[config.mk]
export PLATFORM = sky130hd
export DESIGN_NAME = icache_miss_sequencer
export DESIGN_NICKNAME = d
export VERILOG_FILES = /design/src/rtl/icache_miss_sequencer.sv
export SDC_FILE = /design/constraint.sdc
export NUM_CORES = 1
export LEC_CHECK = 0
export BUFFER_PORTS_ARGS = -buffer_cell sky130_fd_sc_hd__clkbuf_2
export CORE_MARGIN = 2
export CORE_UTILIZATION = 44
export CTS_CLUSTER_DIAMETER = 60
export DETAILED_ROUTE_END_ITERATION = 16
export PLACE_DENSITY = 0.76
export SLEW_MARGIN = 20
export SYNTH_ARGS = -nofsm -noshare
export SYNTH_HDL_FRONTEND = slang
export SYNTH_SLANG_ARGS = --single-unit
export TNS_END_PERCENT = 20
[constraint.sdc]
create_clock -name ACLK -period 1.68 [get_ports ACLK]
set_clock_uncertainty 0.1 [all_clocks]
set_input_delay 0.168 -clock ACLK [delete_from_list [all_inputs] [get_ports ACLK]]
set_output_delay 0.168 -clock ACLK [all_outputs]
set_load 0.01 [all_outputs]
[src/rtl/icache_miss_sequencer.sv]
// icache_miss_sequencer: sequences one CPU access through lookup, writeback, fill, state update and replay
module icache_miss_sequencer #(
   parameter int ADDR_W     = 32,
   parameter int LINE_WORDS = 8
) (
   input  logic                          ACLK,
   input  logic                          ARESETn,
   input  logic                          cpu_req_valid,
   output logic                          cpu_req_ready,
   input  logic                          cpu_req_write,
   input  logic [ADDR_W-1:0]             cpu_req_addr,
   output logic                          cpu_resp_valid,
   input  logic                          lookup_hit,
   input  logic [1:0]                    lookup_way_state,
   input  logic [ADDR_W-1:0]             victim_addr,
   output logic                          state_we,
   output logic [1:0]                    state_wdata,
   output logic                          mem_req_valid,
   input  logic                          mem_req_ready,
   output logic                          mem_req_write,
   output logic [ADDR_W-1:0]             mem_req_addr,
   input  logic                          mem_beat_valid,
   output logic [$clog2(LINE_WORDS)-1:0] beat_idx
);
   localparam int BW = $clog2(LINE_WORDS);
   localparam logic [BW-1:0] LAST = BW'(LINE_WORDS - 1);
   localparam logic [ADDR_W-1:0] LINE_MASK = ~(ADDR_W'(LINE_WORDS * 4 - 1));
   localparam logic [1:0] ST_D = 2'b00, ST_C = 2'b01, ST_I = 2'b10;
   typedef enum logic [2:0] {IDLE, LOOKUP, WB_REQ, WB_DATA, FILL_REQ, FILL_DATA, UPDATE, RESP} state_t;
   state_t state;
   logic [ADDR_W-1:0] cap_addr;
   logic cap_write;
   logic upd_we;
   logic hit;
   logic lk_we;
   // an invalid line can never hit, whatever the tag compare says
   assign hit = lookup_hit && lookup_way_state != ST_I;
   assign lk_we = state == LOOKUP && hit && cap_write;
   assign state_we = upd_we | lk_we;
   assign state_wdata = upd_we ? ST_C : ST_D;
   always_ff @(posedge ACLK or negedge ARESETn) begin
      if (!ARESETn) begin
         state <= IDLE;
         cpu_req_ready <= 1'b1;
         cpu_resp_valid <= 1'b0;
         mem_req_valid <= 1'b0;
         mem_req_write <= 1'b0;
         mem_req_addr <= '0;
         beat_idx <= '0;
         cap_addr <= '0;
         cap_write <= 1'b0;
         upd_we <= 1'b0;
      end else begin
         cpu_resp_valid <= 1'b0;
         upd_we <= 1'b0;
         case (state)
            IDLE: if (cpu_req_valid) begin
               cap_addr <= cpu_req_addr;
               cap_write <= cpu_req_write;
               cpu_req_ready <= 1'b0;
               state <= LOOKUP;
            end
            LOOKUP: if (hit) begin
               cpu_resp_valid <= 1'b1;
               state <= RESP;
            end else if (lookup_way_state == ST_D) begin
               mem_req_valid <= 1'b1;
               mem_req_write <= 1'b1;
               mem_req_addr <= victim_addr & LINE_MASK;
               state <= WB_REQ;
            end else begin
               mem_req_valid <= 1'b1;
               mem_req_write <= 1'b0;
               mem_req_addr <= cap_addr & LINE_MASK;
               state <= FILL_REQ;
            end
            WB_REQ, FILL_REQ: if (mem_req_ready) begin
               mem_req_valid <= 1'b0;
               beat_idx <= '0;
               state <= (state == WB_REQ) ? WB_DATA : FILL_DATA;
            end
            WB_DATA, FILL_DATA: if (mem_beat_valid) begin
               beat_idx <= (beat_idx == LAST) ? '0 : beat_idx + 1'b1;
               if (beat_idx == LAST && state == WB_DATA) begin
                  mem_req_valid <= 1'b1;
                  mem_req_write <= 1'b0;
                  mem_req_addr <= cap_addr & LINE_MASK;
                  state <= FILL_REQ;
               end else if (beat_idx == LAST) begin
                  upd_we <= 1'b1;
                  state <= UPDATE;
               end
            end
            // replay the lookup so a write now hits the freshly filled line
            UPDATE: state <= LOOKUP;
            RESP: begin
               cpu_req_ready <= 1'b1;
               state <= IDLE;
            end
         endcase
      end
   end
endmodule
==> reports/qor.csv <==
stage,metric,value,unit
status,outcome,"complete, but fails checks",
status,violations,negative setup slack,
power,p_leak,2.09,nW
synthesis,postSynthCellCount,255,
global_routing,grt_usage,0.195,
synthesis,synth-edff-count,0,
critical_path,crit_arrival,1.87,ns
synthesis,synth_cell_types,32,
synthesis,yosys_warnings,0,
floorplanning,die_area,0.00754,mm2
routing,avgViaCountPerCell,5.04,
place,dp.cells,437,
clocking,htree_levels,3,
finish,fillers,509,
clocking,cts_made_buffers,9,
routing,drtIter0Drc,132,
synthesis,synthesis.area,0.00302,mm2
finish,drive_gt1_frac,0.471,
finish,multiInputGateArea,0.00130,mm2
critical_path,required,1.79,ns
finish,instances_no_fill,490,
timing,rsz0062_at_grt,yes,
synthesis,ys_async_sr_fraction,1.00,
global_routing,grt_max_degree,67,
clocking,clkTransAtPathRegs,0.08,ns
global_routing,antenna_found_initial,0,
routing,drc_errors,0,
critical_path,worst_setup_path_end_kind,register,
clocking,cts_tree,built,
critical_path,cp_cell_sequence,ha_2 -> ha_4 -> nand2_4 -> a221oi_4 -> buf_12 -> mux2_4,
synthesis,avgSynthCellArea,11.8,um2
timing,finalMaxSlewViolations,0,
place,pre_cts_ws,-0.0403,ns
critical_path,cp_slowest_cell,dfrtp_1,
timing,period_share,1.04,
timing,finalSetupViolCount,18,
timing,final.setup.tns,-0.323,ns
clocking,clockBufferDepth,2,
critical_path,crit_buf_inv,1,
timing,worst_slack,-0.0720,ns
critical_path,start_kind,register,
clocking,ctsRootBufferMaster,clkbuf_8,
floorplanning,core_region_area,0.00672,mm2
global_routing,grt_pass1_vias,2440,
power,powerDensity,1780,mW/mm2
timing,period_minus_slack,1.75,ns
place,dp_hpwl,4.61,mm
critical_path,slowest_delay,0.36,ns
finish,final_nets,480,
synthesis,ys.flop_type,dfrtp_1,
critical_path,cp_max_fo,4,
clocking,worstSkewPairLatency,0.33,ns
flow_run,maxCapViolCount,0,
place,place.port_buffers,98,
power,irDropWorstVdd,0.822,mV
routing,wl_per_cell,14.8,um
finish,syn2layout_area_growth,46.3,%
routing,wl,7.23,mm
floorplanning,pin_count,115,
timing,fmax,0.571,GHz
floorplanning,die_height,86.9,um
synthesis,synth-seq-area-share,0.547,
worst_hold_path,hp-class,primary input to register,
critical_path,crit_type,register to register,
routing,drt_first_pass_iters,4,
place,gp_congestion,0.783,
timing,hold_violations,0,
critical_path,path_delay_family,flip-flops,
synthesis,ys_ff_latch,66,
clocking,cts_sinks,66,
global_routing,grt_pass1_wl,11.3,mm
floorplanning,num_rows,30,
critical_path,r2r_slack,-0.07,ns
floorplanning,initial_core_util,0.450,
floorplanning,die_w,86.9,um
finish,ff_latch_area,0.00166,mm2
finish,diodes,0,
routing,vias,2468,
routing,drtAntennaViolNets,0,
global_routing,grt-ovfl-total,0,
placed cells by master, fill, tap and decap left out, types with 2 or more instances in the layout:
cell / instances
a31oi_1: 2
dfrtp_2: 2
mux2_2: 28
clkbuf_2: 96
a21oi_1: 29
clkbuf_1: 2
nor3_1: 5
nor2_4: 3
buf_2: 2
a21o_1: 2
nor2_2: 3
nor2_1: 29
buf_4: 17
clkinv_2: 2
clkbuf_8: 9
bufinv_16: 2
conb_1: 6
inv_1: 3
nand2_1: 4
o21ai_0: 6
dfrtp_1: 63
mux2i_1: 28
dlygate4sd3_1: 29
buf_12: 9
a21oi_2: 3
worst min-delay path: stages:
cell      delay [ns]
clkbuf_2        0.07
mux2i_1         0.05
a21oi_1         0.13
cells in the mapped netlist (3+ instances only):
| cell type | number | area share |
|---|---|---|
| a21oi_1 | 32 | 0.053 |
| buf_2 | 5 | 0.0083 |
| buf_4 | 11 | 0.027 |
| dfrtp_1 | 65 | 0.54 |
| inv_1 | 3 | 0.0037 |
| mux2_2 | 29 | 0.11 |
| mux2i_1 | 29 | 0.096 |
| nand2_1 | 5 | 0.0062 |
| nor2_1 | 34 | 0.042 |
| nor3_1 | 5 | 0.0083 |
| o21ai_0 | 7 | 0.012 |
worst paths after layout:
path                                      start          endpoint  cells after the start
worst max-delay path                beat_idx[0]     mem_req_write                      6
min in group asynchronous               ARESETn   mem_req_addr[7]                      3
worst max register to register      beat_idx[0]     mem_req_write                      6
worst min-delay path            victim_addr[14]  mem_req_addr[14]                      3
worst min register to register     cap_addr[27]      cap_addr[27]                      1
max in group asynchronous               ARESETn     cpu_req_ready                      3
state kept, by name, summed over array words and instances (netlist names):
register	count
state	3
cap_addr	27
mem_req_valid	1
mem_req_addr	27
mem_req_write	1
upd_we	1
beat_idx	3
cap_write	1
cpu_req_ready	1
cpu_resp_valid	1
logic make-up (layout without fill, tap and decap cells):
logic type | count (synthesis) | count (layout) | share of synthesized area
DFF | 66 | 66 | 0.547
and+or+nand+nor | 53 | 53 | 0.0783
buffers and inverters | 25 | 175 | 0.0626
adders and majority gates | 2 | 2 | 0.00828
xor gates and xnor gates | 1 | 1 | 0.00539
AOI/OAI and AO/OA | 48 | 48 | 0.0891
other | 1 | 6 | 0.00124
muxes | 59 | 59 | 0.208
power by group:
group	internal, mW	leakage (nW)	switching, mW
combinational	1.87	1.21	1.67
clock	0.835	0.107	0.600
sequential	2.40	0.773	0.486
per-layer routing:
metal  routed length, um  track usage  vias to the layer above
met3                 358       0.0464                       21
met4                 200       0.0895                        0
met1                2970        0.227                     1178
met5                   0            0                        -
li1                    -            -                     1176
met2                3700        0.339                       93
layout make-up:
class                      instances  area share
multi-input combinational        169       0.295
tap                               80      0.0227
clock buffer                      11      0.0297
clock inverter                     5      0.0178
timing repair buffer             156       0.258
inverter                           3     0.00255
sequential                        66       0.375
per-stage QoR:
step                area [um2]  utilization  hold slack (ns)  power [mW]
floorplan                 3070            -           -0.228        4.85
finish                    4420        0.658           0.0320        7.86
global placement          3750        0.558            0.111        5.89
detailed placement        3750        0.558            0.116        6.03
global route              4420        0.658           0.0281        8.39
CTS                       4310        0.642           0.0213        7.67
what timing repair did:
action	4_1_cts	5_1_grt
pin swaps	3	3
resized for setup	9	15
setup buffers	4	3
hold buffers	29	0
gates cloned	0	1
hold endpoints to repair	93	0
endpoints found under the setup margin	23	40
Power figures use the tool's default switching activity.
